[config.mk]
export PLATFORM = sky130hd
export DESIGN_NAME = memory_arbiter
export DESIGN_NICKNAME = d
export VERILOG_FILES = /design/src/rtl/memory_arbiter.sv
export SDC_FILE = /design/constraint.sdc
export NUM_CORES = 1
export LEC_CHECK = 0
export CAP_MARGIN = 20
export CORE_ASPECT_RATIO = 1.5
export CORE_MARGIN = 10
export CORE_UTILIZATION = 20
export CTS_CLUSTER_SIZE = 8
export DETAILED_ROUTE_END_ITERATION = 10
export PLACE_DENSITY = 0.78
export REMOVE_ABC_BUFFERS = 1
export SLEW_MARGIN = 10
export SYNTH_ARGS = -nofsm -noshare
export SYNTH_HDL_FRONTEND = slang
export SYNTH_SLANG_ARGS = --single-unit
[constraint.sdc]
create_clock -name CLK -period 1.4 [get_ports CLK]
set_input_delay 0.21 -clock CLK [delete_from_list [all_inputs] [get_ports CLK]]
set_output_delay 0.21 -clock CLK [all_outputs]
set_load 0.02 [all_outputs]
[src/rtl/memory_arbiter.sv]
// Arbitrates a single RAM port between an instruction fetch requester and a
// data requester. Data normally has priority, but a saturating counter of data
// grants taken while an instruction fetch waits forces the fetch through once
// the counter reaches STARVE_MAX. Every output is combinational from the
// registered grant state and the current inputs.
module memory_arbiter #(
   parameter int STARVE_MAX = 4
) (
   input  logic        CLK,
   input  logic        nRST,
   input  logic        iREN,
   input  logic [31:0] iaddr,
   input  logic        dREN,
   input  logic        dWEN,
   input  logic [31:0] daddr,
   input  logic [31:0] dstore,
   input  logic [1:0]  ramstate,
   input  logic [31:0] ramload,
   output logic        ramREN,
   output logic        ramWEN,
   output logic [31:0] ramaddr,
   output logic [31:0] ramstore,
   output logic        iwait,
   output logic        dwait,
   output logic [31:0] iload,
   output logic [31:0] dload
);

   typedef enum logic [1:0] {
      IDLE = 2'b00,
      DGNT = 2'b01,
      IGNT = 2'b10
   } state_t;

   localparam logic [1:0] RAM_ACCESS = 2'b10;
   localparam logic [2:0] STARVE_LIM = 3'(STARVE_MAX);

   state_t     state;
   state_t     next_state;
   logic [2:0] starve_cnt;
   logic       d_req;
   logic       d_done;
   logic       i_done;

   assign d_req  = dREN | dWEN;
   assign d_done = (state == DGNT) && (ramstate == RAM_ACCESS);
   assign i_done = (state == IGNT) && (ramstate == RAM_ACCESS);

   // Grant state register; reset drops any transaction in flight.
   always_ff @(posedge CLK or negedge nRST) begin
      if (!nRST) begin
         state <= IDLE;
      end else begin
         state <= next_state;
      end
   end

   // Starvation counter: counts data completions while a fetch waits, cleared when the fetch completes.
   always_ff @(posedge CLK or negedge nRST) begin
      if (!nRST) begin
         starve_cnt <= 3'd0;
      end else if (i_done) begin
         starve_cnt <= 3'd0;
      end else if (d_done && iREN && (starve_cnt < STARVE_LIM)) begin
         starve_cnt <= starve_cnt + 3'd1;
      end
   end

   // Next-state selection and RAM-side drive for the current grant.
   always_comb begin
      next_state = state;
      ramREN     = 1'b0;
      ramWEN     = 1'b0;
      ramaddr    = 32'd0;
      ramstore   = 32'd0;
      unique case (state)
         IDLE: begin
            if (d_req) begin
               if (iREN && (starve_cnt == STARVE_LIM)) begin
                  next_state = IGNT;
               end else begin
                  next_state = DGNT;
               end
            end else if (iREN) begin
               next_state = IGNT;
            end
         end
         DGNT: begin
            ramaddr  = daddr;
            ramstore = dstore;
            ramWEN   = dWEN;
            ramREN   = dREN & ~dWEN;
            if (!d_req || (ramstate == RAM_ACCESS)) begin
               next_state = IDLE;
            end
         end
         IGNT: begin
            ramaddr = iaddr;
            ramREN  = iREN;
            if (!iREN || (ramstate == RAM_ACCESS)) begin
               next_state = IDLE;
            end
         end
         default: begin
            next_state = IDLE;
         end
      endcase
   end

   // Requester-side stall and return data.
   always_comb begin
      dwait = d_req & ~d_done;
      iwait = iREN & ~i_done;
      iload = ramload;
      dload = ramload;
   end

endmodule

======== After elaboration in Yosys (flattened, before gate mapping) ========
Index checks and enable logic that the tools add are counted.
word-level totals
  latch bits .............................. 0
  memories ................................ 0
  output and inout port bits .............. 132
  ROM bits ................................ 0
  RAM bits ................................ 0
  logic and storage cells ................. 42
  bits in registers ....................... 5
cells by class
  reductions and logical operators ........ 12
  divide/modulo/power cells ............... 0
  bitwise operators ....................... 7
  $mul .................................... 0
  mux-type cells .......................... 12
  shift-type cells ........................ 0
  equal/unequal tests ..................... 7
  $add $sub $neg .......................... 1
  magnitude comparators ................... 1
operators with widths
  cell                   count
  $pmux W32 S2           1
  $mux W32               1
  $mux W2                5
  $mux W3                2
  $pmux W2 S3            1
  $logic_and A1 B1 Y1    5
  $eq A2 B2 Y1 const B   2
  $ne A2 B1 Y1 const B   2
  $add A3 B1 Y3 const B  1
  $and A1 B1 Y1          3
  $eq A3 B3 Y1 const B   1
  $lt A3 B3 Y1 const B   1
  $ne A3 B3 Y1 const B   1
  $not A1 Y1             3
  $reduce_and A3 Y1      1
  $eq A2 B1 Y1 const B   1
  $logic_not A1 Y1       2
  $logic_not A2 Y1       1
  $logic_or A1 B1 Y1     2
  $pmux W1 S2            1
  $reduce_bool A2 Y1     1
  $mux W1                1
  $or A1 B1 Y1           1

======== Depth between registers and ports, before layout ========
  depth in word-level cells ............... 6
  gate-level depth with buffers ........... 6
  depth with buffers taken out ............ 6

======== Least setup slack after synthesis ========
OpenSTA, ideal clock, no wires.
  kind .................................... register to output
  start point ............................. reg state[0]
  end point ............................... out ramaddr[0]
  setup slack ............................. -0.280 ns
  arrival time ............................ 1.470 ns
  cell stages (with the launch flop) ...... 7
  path buffers ............................ 2
  path through ............................ dfrtp_1 inv_1 ha_1 clkbuf_1 buf_2 a22oi_1 nor2b_1
between the ends
  cells in the longest elaborated chain, start to end .. 2
  elaborated cells between the ends (all ways) .. 3
ends and longest elaborated chain
  what                                          line  RTL
  start, declared                               38    state_t state;
  start signal, assigned                        54    state <= next_state;
  $eq A2 B2 Y1 or $eq A2 B1 Y1 (tied branches)  76    unique case (state)
  $pmux W32 S2 *                                76
  end, declared                                 21    output logic [31:0] ramaddr,
Mark *: on every way between the ends. The rest lies on a longest branch, timed or not.

======== Worst setup path in the final report ========
  start point ............................. reg state[0]
  end point ............................... out ramstore[27]
between the ends
  cells in the longest elaborated chain, start to end .. 2
ends and longest elaborated chain
  what           line  RTL
  $eq A2 B1 Y1   76
  $mux W32       76
  end, declared  22    output logic [31:0] ramstore,
Every way passes these cells.

==> metrics.txt <==
EDFF count, synth=0; unrepaired setup endpoints after global routing=yes; Power Density=1820 nW/um^2; H-tree depth=1; Area growth, synth to finish=108%; largest net degree at the start of global routing=30; drt pass-1 iters=4; adder-cell share of the synthesized area=0.0539; Routed Antenna Nets=0; failing checks=negative setup slack; Yosys reg bits=5; CP Capture Type=output pin; Reg-to-Reg Start=state[0]$_DFFE_PN0P_; commonest non-fill, non-tap cell in the layout=clkdlybuf4s50_1; Netlist cell types=25; Post-Syn Area=1630 um^2; Port Buf Inserts=170; initial antenna violation count=1; Worst-path clk slew=0.03 ns; worst-margin pin slew=0.276 ns; multi-input logic area=1090 um^2; Fin Clk Skew=0.00214 ns; Register-to-Register Setup Slack=-0.19 ns; die outline width=93.6 um; die height=130 um; CP max-delay cell=dfrtp_1; worst vdd ir=0.00101 V; # IOs=267; Tcrit/Tclk final=1.25; total CTS buffers=3; Pleak=1.41 nW; startpoint types=flip-flop; cell taking the most area after synthesis=buf_4; most frequent cells in the layout=102 x clkdlybuf4s50_1, 49 x buf_4, 36 x buf_6, 28 x nor2b_1, 24 x and2_1; sequential fraction of the synthesis area=0.0770; Reg2Reg Depth=6; status=complete, but fails checks; Max Freq=571 MHz; Rows=40; compound-gate portion of the synthesized area=0.195; GRT Util Overall=0.188; CP most frequent cell=buf_4; via count=1965; Synth Area in Simple Gates=0.303; Worst-Skew Late Latency=0.23 ns; DR iter-0 viols=36; mux contribution to synthesized area=0.0185; drt wl/cell=27.8 um; Max transition margin=0.816; final wirelength=12.2 mm; top cell type's share of synthesized area=0.296; Final Core Density=0.425; Warnings, synthesis=0; post-route setup slack=-0.352 ns; Initial Util=0.204; first-pass GRT wire length=16.3 mm; final count of hold timing violations=0; Layout fillers=791; GPL Wtd Cong=0.852; # Max-Cap Violations=0; ys flop type=dfrtp_1; R2R Path End=state[1]$_DFFE_PN0P_; clk root buf=clkbuf_16; CTS tree=built; Tightest Hold Check Type=in2async; Nets=478; Max Buffers Root-to-Sink=2; Detailed Place HPWL=10.8 mm; Syn Inst Count=215; gr ovfl total=0; largest stage delay on the critical path=0.38 ns; main combinational cell family by area after synthesis=buffers and inverters; critical path class=reg2out; Remaining DRCs=0; Final min period=1.75 ns; ant diodes=0; vias in the first global route=2296; Seq. cell area=126 um^2; final number of max-transition violations=0; Core ar.=7960 um^2; crit path cell chain=buf_4 -> ha_4 -> buf_12 -> buf_4 -> and2_1 -> buf_6; ranking of synthesized cells by area=buf_4 30%, a22oi_1 15%, and2_1 13%; FFs w/ async S/R, synth=1.00; Mapped Avg Cell Area=7.56 um^2; # setup viols final=72; CP arrival=1.54 ns; Vias/cell=4.47; overall power=6.16 mW; clk sinks=5; die area=12200 um^2; crit path max fanout=24; layout cells sized above 1=0.403; XOR/XNOR Fraction of Synth Area=0.00539; Worst EP required=1.19 ns
==> cell families (layout without fill, tap and decap cells) <==
| logic type | count (synthesis) | after routing |
|---|---|---|
| simple gates | 75 | 75 |
| xor+xnor | 1 | 1 |
| flops | 5 | 5 |
| mux | 3 | 3 |
| compound gates | 41 | 41 |
| fa+ha+maj | 7 | 7 |
| buf+inv | 83 | 203 |
==> cell usage after synthesis (2+ instances only) <==
cell type  number
a21boi_0        2
a21oi_1         4
a22oi_1        32
and2_1         33
buf_2           4
buf_4          64
clkbuf_1       10
dfrtp_1         5
ha_1            7
inv_1           4
mux2i_1         3
nand2_1         2
nor2b_1        33
==> power by group <==
| group | total (mW) | internal [mW] | switching (mW) |
|---|---|---|---|
| logic | 5.40 | 2.83 | 2.57 |
| clock network | 0.473 | 0.377 | 0.0952 |
| registers | 0.284 | 0.215 | 0.0689 |
| total | 6.16 | 3.42 | 2.73 |
==> worst max path at each step <==
stage | startpoint | endpoint | cells after the start
4_1_cts | state[0]$_DFFE_PN0P_ | ramaddr[23] | 6
6_report | state[0]$_DFFE_PN0P_ | ramstore[27] | 6
5_1_grt | state[0]$_DFFE_PN0P_ | ramaddr[24] | 6
2_1_floorplan | state[1]$_DFFE_PN0P_ | starve_cnt[1]$_DFFE_PN0P_ | 5
3_5_place_dp | state[0]$_DFFE_PN0P_ | ramaddr[20] | 6
3_3_place_gp | dWEN | ramREN | 4
==> area by class of cell <==
type | count | share of cell area
timing repair buffer | 195 | 0.573
multi-input combinational | 127 | 0.322
tap | 105 | 0.0388
sequential | 5 | 0.0374
clock buffer | 4 | 0.0233
inverter | 4 | 0.00518
==> worst max-delay path: cells and delay by family (launching register included) <==
| family | cells | cell delay, ns |
|---|---|---|
| adder cells (fa/ha/maj) | 1 | 0.18 |
| flip-flops | 1 | 0.38 |
| AND/OR/NAND/NOR | 1 | 0.17 |
| buffers and inverters | 4 | 0.57 |
==> metrics by stage <==
| stage | area, um^2 | setup WS (ns) | TNS (ns) | hold slack [ns] | std cells |
|---|---|---|---|---|---|
| floorplan | 1080 | -0.911 | -53.97 | -0.0856 | 136 |
| global placement | 3110 | -0.623 | -37.62 | 0.420 | 431 |
| detailed placement | 3110 | -0.673 | -40.58 | 0.420 | 431 |
| CTS | 3280 | -0.356 | -19.60 | 0.216 | 438 |
| global route | 3380 | -0.402 | -23.51 | 0.224 | 440 |
| finish | 3380 | -0.352 | -18.85 | 0.214 | 440 |
==> flip-flops by register name, indices dropped and copies added, names as in the netlist <==
register,cells
state,2
starve_cnt,3
==> metal layers <==
| metal | vias up | track usage | routed length, um |
|---|---|---|---|
| met2 | 201 | 0.341 | 6110 |
| met5 | - | 0.0480 | 87 |
| met1 | 848 | 0.136 | 3230 |
| li1 | 892 | - | - |
| met4 | 4 | 0.0655 | 406 |
| met3 | 20 | 0.160 | 2410 |
==> repair_timing <==
action                                  CTS  global route
endpoints found under the setup margin   72            72
pin swaps                                 2             4
gates resized for setup                 395            22
hold buffers                              0             0
cloned                                    1             0
hold endpoints to repair                  0             0
buffers inserted                          2             2
Note: power is estimated with default switching activity, not from simulation.
